File: src/rtl/ir_pkg.sv
// Shared IR link definitions: action codes, NEC unit counts
// and the transmitter state type.
package ir_pkg;

  localparam logic [31:0] BLOCK_CODE = 32'hDEADBEEF;
  localparam logic [31:0] LUNGE_CODE = 32'h20FACADE;

  localparam int LEAD_MARK_UNITS  = 16;
  localparam int LEAD_SPACE_UNITS = 8;
  localparam int ONE_SPACE_UNITS  = 3;
  localparam int ZERO_SPACE_UNITS = 1;
  localparam int STOP_UNITS       = 1;

  typedef enum logic [2:0] {
    TX_IDLE,
    TX_LEAD_MARK,
    TX_LEAD_SPACE,
    TX_BIT_MARK,
    TX_BIT_SPACE,
    TX_STOP_MARK,
    TX_GAP
  } ir_tx_state_t;

  function automatic logic is_mark(ir_tx_state_t s);
    return (s == TX_LEAD_MARK) ||
           (s == TX_BIT_MARK)  ||
           (s == TX_STOP_MARK);
  endfunction

endpackage

File: src/rtl/ir_carrier_gen.sv
// Square-wave carrier; phase restarts high on each rising
// edge of enable and is held low while enable is low.
module ir_carrier_gen #(
  parameter int HALF_CYCLES = 977
) (
  input  logic clk,
  input  logic rst,
  input  logic enable,
  output logic carrier
);

  localparam logic [15:0] HALF_LAST = 16'(HALF_CYCLES - 1);

  logic        en_q;
  logic [15:0] cnt;

  always_ff @(posedge clk or posedge rst) begin
    if (rst) begin
      en_q    <= 1'b0;
      cnt     <= '0;
      carrier <= 1'b0;
    end else begin
      en_q <= enable;
      if (!enable) begin
        cnt     <= '0;
        carrier <= 1'b0;
      end else if (!en_q) begin
        cnt     <= '0;
        carrier <= 1'b1;
      end else if (cnt == HALF_LAST) begin
        cnt     <= '0;
        carrier <= ~carrier;
      end else begin
        cnt <= cnt + 16'd1;
      end
    end
  end

endmodule

File: src/rtl/ir_code_transmitter.sv
// NEC-style IR encoder: 32-bit code, LSB first, carrier
// modulated marks, with a mandatory idle gap per frame.
module ir_code_transmitter
  import ir_pkg::*;
#(
  parameter int UNIT_CYCLES         = 41766,
  parameter int CARRIER_HALF_CYCLES = 977,
  parameter int GAP_UNITS           = 72
) (
  input  logic        clk_pixel_in,
  input  logic        rst_in,
  input  logic [31:0] code_in,
  input  logic        code_in_valid,
  output logic        ready_out,
  output logic        ir_out,
  output logic        mark_out,
  output logic        frame_done_out
);

  localparam logic [15:0] UNIT_LAST = 16'(UNIT_CYCLES - 1);

  ir_tx_state_t state;
  ir_tx_state_t state_nx;

  logic [15:0] cyc_cnt;
  logic [15:0] cyc_nx;
  logic [6:0]  unit_cnt;
  logic [6:0]  unit_nx;
  logic [6:0]  dur;
  logic [5:0]  bit_cnt;
  logic [31:0] shreg;
  logic        unit_end;
  logic        seg_end;
  logic        mark_nx;

  always_comb begin
    dur = 7'd1;
    unique case (state)
      TX_LEAD_MARK:  dur = 7'(LEAD_MARK_UNITS);
      TX_LEAD_SPACE: dur = 7'(LEAD_SPACE_UNITS);
      TX_BIT_SPACE:  dur = shreg[0] ? 7'(ONE_SPACE_UNITS)
                                    : 7'(ZERO_SPACE_UNITS);
      TX_STOP_MARK:  dur = 7'(STOP_UNITS);
      TX_GAP:        dur = 7'(GAP_UNITS);
      default:       dur = 7'd1;
    endcase
  end

  assign unit_end = (cyc_cnt == UNIT_LAST);
  assign seg_end  = unit_end && (unit_cnt == dur - 7'd1);

  always_comb begin
    state_nx = state;
    unique case (state)
      TX_IDLE:
        if (code_in_valid) state_nx = TX_LEAD_MARK;
      TX_LEAD_MARK:
        if (seg_end) state_nx = TX_LEAD_SPACE;
      TX_LEAD_SPACE:
        if (seg_end) state_nx = TX_BIT_MARK;
      TX_BIT_MARK:
        if (seg_end) state_nx = TX_BIT_SPACE;
      TX_BIT_SPACE:
        if (seg_end)
          state_nx = (bit_cnt == 6'd31) ? TX_STOP_MARK
                                        : TX_BIT_MARK;
      TX_STOP_MARK:
        if (seg_end) state_nx = TX_GAP;
      TX_GAP:
        if (seg_end) state_nx = TX_IDLE;
      default:
        state_nx = TX_IDLE;
    endcase
  end

  always_comb begin
    cyc_nx  = cyc_cnt + 16'd1;
    unit_nx = unit_cnt;
    if (state == TX_IDLE || unit_end) cyc_nx = '0;
    if (state == TX_IDLE || seg_end) unit_nx = '0;
    else if (unit_end) unit_nx = unit_cnt + 7'd1;
  end

  assign mark_nx = is_mark(state_nx);

  always_ff @(posedge clk_pixel_in or posedge rst_in) begin
    if (rst_in) begin
      state          <= TX_IDLE;
      cyc_cnt        <= '0;
      unit_cnt       <= '0;
      bit_cnt        <= '0;
      shreg          <= '0;
      ready_out      <= 1'b1;
      mark_out       <= 1'b0;
      frame_done_out <= 1'b0;
    end else begin
      state    <= state_nx;
      cyc_cnt  <= cyc_nx;
      unit_cnt <= unit_nx;
      if (state == TX_IDLE && code_in_valid) begin
        shreg   <= code_in;
        bit_cnt <= '0;
      end else if (state == TX_BIT_SPACE && seg_end) begin
        shreg   <= shreg >> 1;
        bit_cnt <= bit_cnt + 6'd1;
      end
      ready_out      <= (state_nx == TX_IDLE);
      mark_out       <= mark_nx;
      frame_done_out <= (state_nx == TX_STOP_MARK) &&
                        (cyc_nx == UNIT_LAST);
    end
  end

  // Enable uses the next-cycle envelope so ir_out lines up with mark_out.
  ir_carrier_gen #(
    .HALF_CYCLES(CARRIER_HALF_CYCLES)
  ) u_carrier (
    .clk    (clk_pixel_in),
    .rst    (rst_in),
    .enable (mark_nx),
    .carrier(ir_out)
  );

endmodule

File: config.mk
export PLATFORM = sky130hd
export DESIGN_NAME = ir_code_transmitter
export DESIGN_NICKNAME = d
export VERILOG_FILES = /design/src/rtl/ir_pkg.sv /design/src/rtl/ir_carrier_gen.sv /design/src/rtl/ir_code_transmitter.sv
export SDC_FILE = /design/constraint.sdc
export NUM_CORES = 1
export LEC_CHECK = 0
export CAP_MARGIN = 25
export CORE_MARGIN = 2
export CORE_UTILIZATION = 35
export CTS_CLUSTER_SIZE = 10
export DETAILED_ROUTE_END_ITERATION = 10
export PLACE_DENSITY = 0.54
export SYNTH_ARGS = -nofsm -noshare
export SYNTH_HDL_FRONTEND = slang
export SYNTH_SLANG_ARGS = --single-unit
File: constraint.sdc
create_clock -name clk_pixel_in -period 3.5 [get_ports clk_pixel_in]
set_input_delay 0.525 -clock clk_pixel_in [delete_from_list [all_inputs] [get_ports clk_pixel_in]]
set_output_delay 0.525 -clock clk_pixel_in [all_outputs]
set_load 0.1 [all_outputs]
==> results.md <==
* Outcome: finished clean
* Slack of the critical path at 0.137 ns
* Critical path startpoint category: flip-flop
* I/O Buffers at 38
* Starting Density at 35.5%
* Area delta synth->final at 22.1%
* Top_reg_cell synth: dfrtp_1
* Crit path depth at 12
* RR Endpoint: frame_done_out$_DFF_PP0_
* Required @ worst endpoint at 3.72 ns
* Slew HR at 35.0%
* # diodes at 0
* Leakage Power at ~2.2 nW
* Fin crit share at a little over nine tenths
* Worst hold path class: flip-flop to flip-flop
* Met1 Use GR at a little under a fifth
* Detail Placement HPWL at between 5000 and 6000 um
* Post-placement cell count at between 500 and 600
* Number of synthesized flops with an enable pin at 0
* Placer Congestion at slightly below 0.8
* CTS max path bufs at 2
* R2R Path Start: state[0]$_DFF_PP0_
* Largest net degree at the start of global routing at between 40 and 50
* Met3 Resource Use GR at roughly 3.6%
* Initial antenna violation count at 0
* Die height at roughly 110 um
* Num ports at 39
* First-pass GRT wire length at 14400 um
* Routed len/inst at between 10 and 15 um
* Row cnt at 40
* Met2 track utilization from global routing at between 20% and 30%
* Multi-input logic area at ~2000 um2
* Setup Viol. Count Final at 0
* Clock Tree Root: clkbuf_16
* Post-synth net total at between 400 and 500
* Clk slew on worst S/H paths at 0.07 ns
* Filler cells at 1164
* Worst-case reg-to-reg path depth at 12
* VDD IR max at ~0.00018 V
* Min Clock Period, post-route at around 3.4 ns
* Peak Freq at between 200 and 300 MHz
* Non-Filler Instances at around 610
* Crit path from: state[0]$_DFF_PP0_
* Drt initial violations at around 160
* Max Slew Vio Count at 0
* FF-to-FF setup slack at around 0.14 ns
* Flop and latch count out of synthesis at 84
* Crit-path cells: buf_4, nand2_1, o21ai_0, ha_1, ha_1, xnor2_1, or4_1, a2111oi_4, buf_4, mux2_2, nor4bb_1, and4b_1
* Core Footprint at around 12000 um2
* Post-synth ARST share at 100%
* Actual slew at the worst max-slew pin at roughly 0.97 ns
* Vias/cell at 5.09
* CTS tree: yes
* Share of post-route cells with drive strength above 1 at ~10%
* Detailed Routing Iterations Pass 1 at 4
* FF/Latch Area at around 2100 um2
* Routed via count at approximately 3100
* Synthesized area at 4230 um2
* Synth Area per Inst at between 10 and 15 um2
* Critical Path End: frame_done_out$_DFF_PP0_
* Worst Skew at approximately 0.0086 ns
* Total Routing Usage GR at 13.9%
* Total Die Area at between 10000 and 15000 um2
* Max cap viols at 0
* Pwr Total at about 2.0 mW
* Detailed-route DRC error count at 0
* WL final at approximately 8500 um
* Critical path's largest stage delay at about 0.52 ns
* Gr ovfl total at 0
* Final net count at 500
* Worst-path fanout max at 6
* Critical path arrival at about 3.6 ns
* Inserted Clock Buffers at 9
* Yosys Warn Count at 0
* Critical path class: flip-flop to flip-flop
* Crit. End Element: flip-flop
* Final hold vios at 0
* Post-synthesis cell type count at ~50
* Pwr dens at approximately 400 nW/um2
* Seq/Total Area, Yosys at between 40% and 50%
* Die W at about 110 um
* Grt peak-use layer: met2
* CP max-delay cell: or4_1
* Crit path max-delay family: simple AND/OR/NAND/NOR gates
* Cell count after synthesis at between 400 and 500
* Buffer and inverter count on the worst path at 2
* Clock sinks at 84
* H-Tree Depth at 3
* Hold path startpoint: shreg[18]$_DFFE_PP0P_
* Pre-CTS WS at 0.0173 ns
* Skew-Pair Late Insertion Delay at approximately 0.34 ns
* Vias in the first global route at 2999
* Antenna Nets Post-Route at 0
## where the power goes
| part | leakage, nW | internal [mW] | switching (mW) | total [mW] |
|---|---|---|---|---|
| sequential | 1.05 | 0.971 | 0 | 0.971 |
| clock | 0.142 | 0.577 | 0.400 | 0.977 |
| combinational | 1.05 | 0.0356 | 0.0261 | 0.0617 |
| total | 2.24 | 1.58 | 0.426 | 2.01 |
## registers in the layout (all words and copies together), names as in the netlist
register           flops
unit_cnt               7
u_carrier.cnt         16
state                  3
u_carrier.en_q         1
frame_done_out         1
ready_out              1
u_carrier.carrier      1
bit_cnt                6
cyc_cnt               16
shreg                 32
## worst min-delay path by stage
stage | to | slack [ns] | cells past startpoint
floorplan | shreg[0]$_DFFE_PP0P_ | 0.46 | 1
detailed placement | shreg[11]$_DFFE_PP0P_ | 0.48 | 1
global placement | shreg[2]$_DFFE_PP0P_ | 0.47 | 1
CTS | shreg[11]$_DFFE_PP0P_ | 0.50 | 1
finish | shreg[18]$_DFFE_PP0P_ | 0.49 | 1
global route | shreg[12]$_DFFE_PP0P_ | 0.51 | 1
## cells in the mapped netlist, types with 2 or more instances
library cell	n	area [um2]
inv_1	12	45.0
nand2_1	27	101
and4_1	3	26.3
mux2_2	2	22.5
buf_2	8	40.0
nand2b_1	3	18.8
or4_1	4	30.0
a211oi_1	2	15.0
o21ai_0	12	60.1
and2_1	3	18.8
and3_1	7	43.8
o22a_1	23	201
nand3_1	19	95.1
a21oi_1	9	45.0
nor2b_1	3	18.8
nor4_1	3	18.8
o31ai_1	3	22.5
or3_1	3	18.8
o21a_1	23	173
dfrtp_1	83	2080
or2_2	2	12.5
xnor2_1	17	149
nor2_1	45	169
nor3b_1	5	37.5
nand4_1	8	50.1
ha_1	8	100
clkbuf_1	11	41.3
mux2i_1	9	90.1
nor3_1	8	40.0
o311ai_0	2	17.5
xor2_1	24	210
o211ai_1	2	15.0
nand4b_1	2	17.5
## layout make-up
cell class,instances,area share (%)
Tap cell,147,3.56
Clock inverter,6,1.36
Multi-Input combinational cell,296,38.8
Clock buffer,10,4.63
Timing Repair Buffer,54,10.0
Sequential cell,84,40.8
Inverter,12,0.897
## timing repair
item | 4_1_cts | 5_1_grt
setup endpoints to repair | 3 | 51
pin swaps | 1 | 1
setup buffers | 0 | 3
resized for setup | 0 | 5
hold buffers | 0 | 0
## logic make-up (layout without fill, tap and decap cells)
family	count (synthesis)	count (layout)	share of synthesized area [%]
AO/OA/AOI/OAI	82	82	14.6
XOR/XNOR	41	41	8.49
adder cells (fa/ha/maj)	8	8	2.37
buffers and inverters	33	82	3.25
flip-flops	84	84	49.7
multiplexers	11	11	2.66
AND/OR/NAND/NOR	154	154	18.9
## metal layers
metal  vias to the layer above  routed length [um]
met4                         0                 114
met3                         7                 242
met1                      1506                4200
met5                         -                   0
met2                        39                3930
li1                       1550                   -
## through the flow
| stage | cell area (um2) | setup TNS [ns] | utilization (%) | hold WS [ns] |
|---|---|---|---|---|
| after global placement | 4810 | 0 | 40.4 | 0.474 |
| after floorplan | 4230 | 0 | - | 0.464 |
| after CTS | 5120 | 0 | 43.0 | 0.498 |
| final | 5160 | 0 | 43.4 | 0.491 |
| after global routing | 5160 | -0.0976 | 43.4 | 0.506 |
| after detailed placement | 4810 | 0 | 40.4 | 0.483 |
## layout by cell type (no fill, tap or decap), types with 4 or more instances in the layout
cell type,n
clkdlybuf4s50_1,38
nor2_1,45
and3_1,7
buf_4,14
nor3b_1,5
nand2_1,27
o22a_1,23
nand4_1,8
xnor2_1,17
inv_1,11
ha_1,8
nand3_1,19
nor3_1,7
o21ai_0,12
dfrtp_1,81
xor2_1,24
or4_1,4
mux2i_1,9
clkbuf_16,9
o21a_1,23
a21oi_1,9
Power figures use the tool's default switching activity.
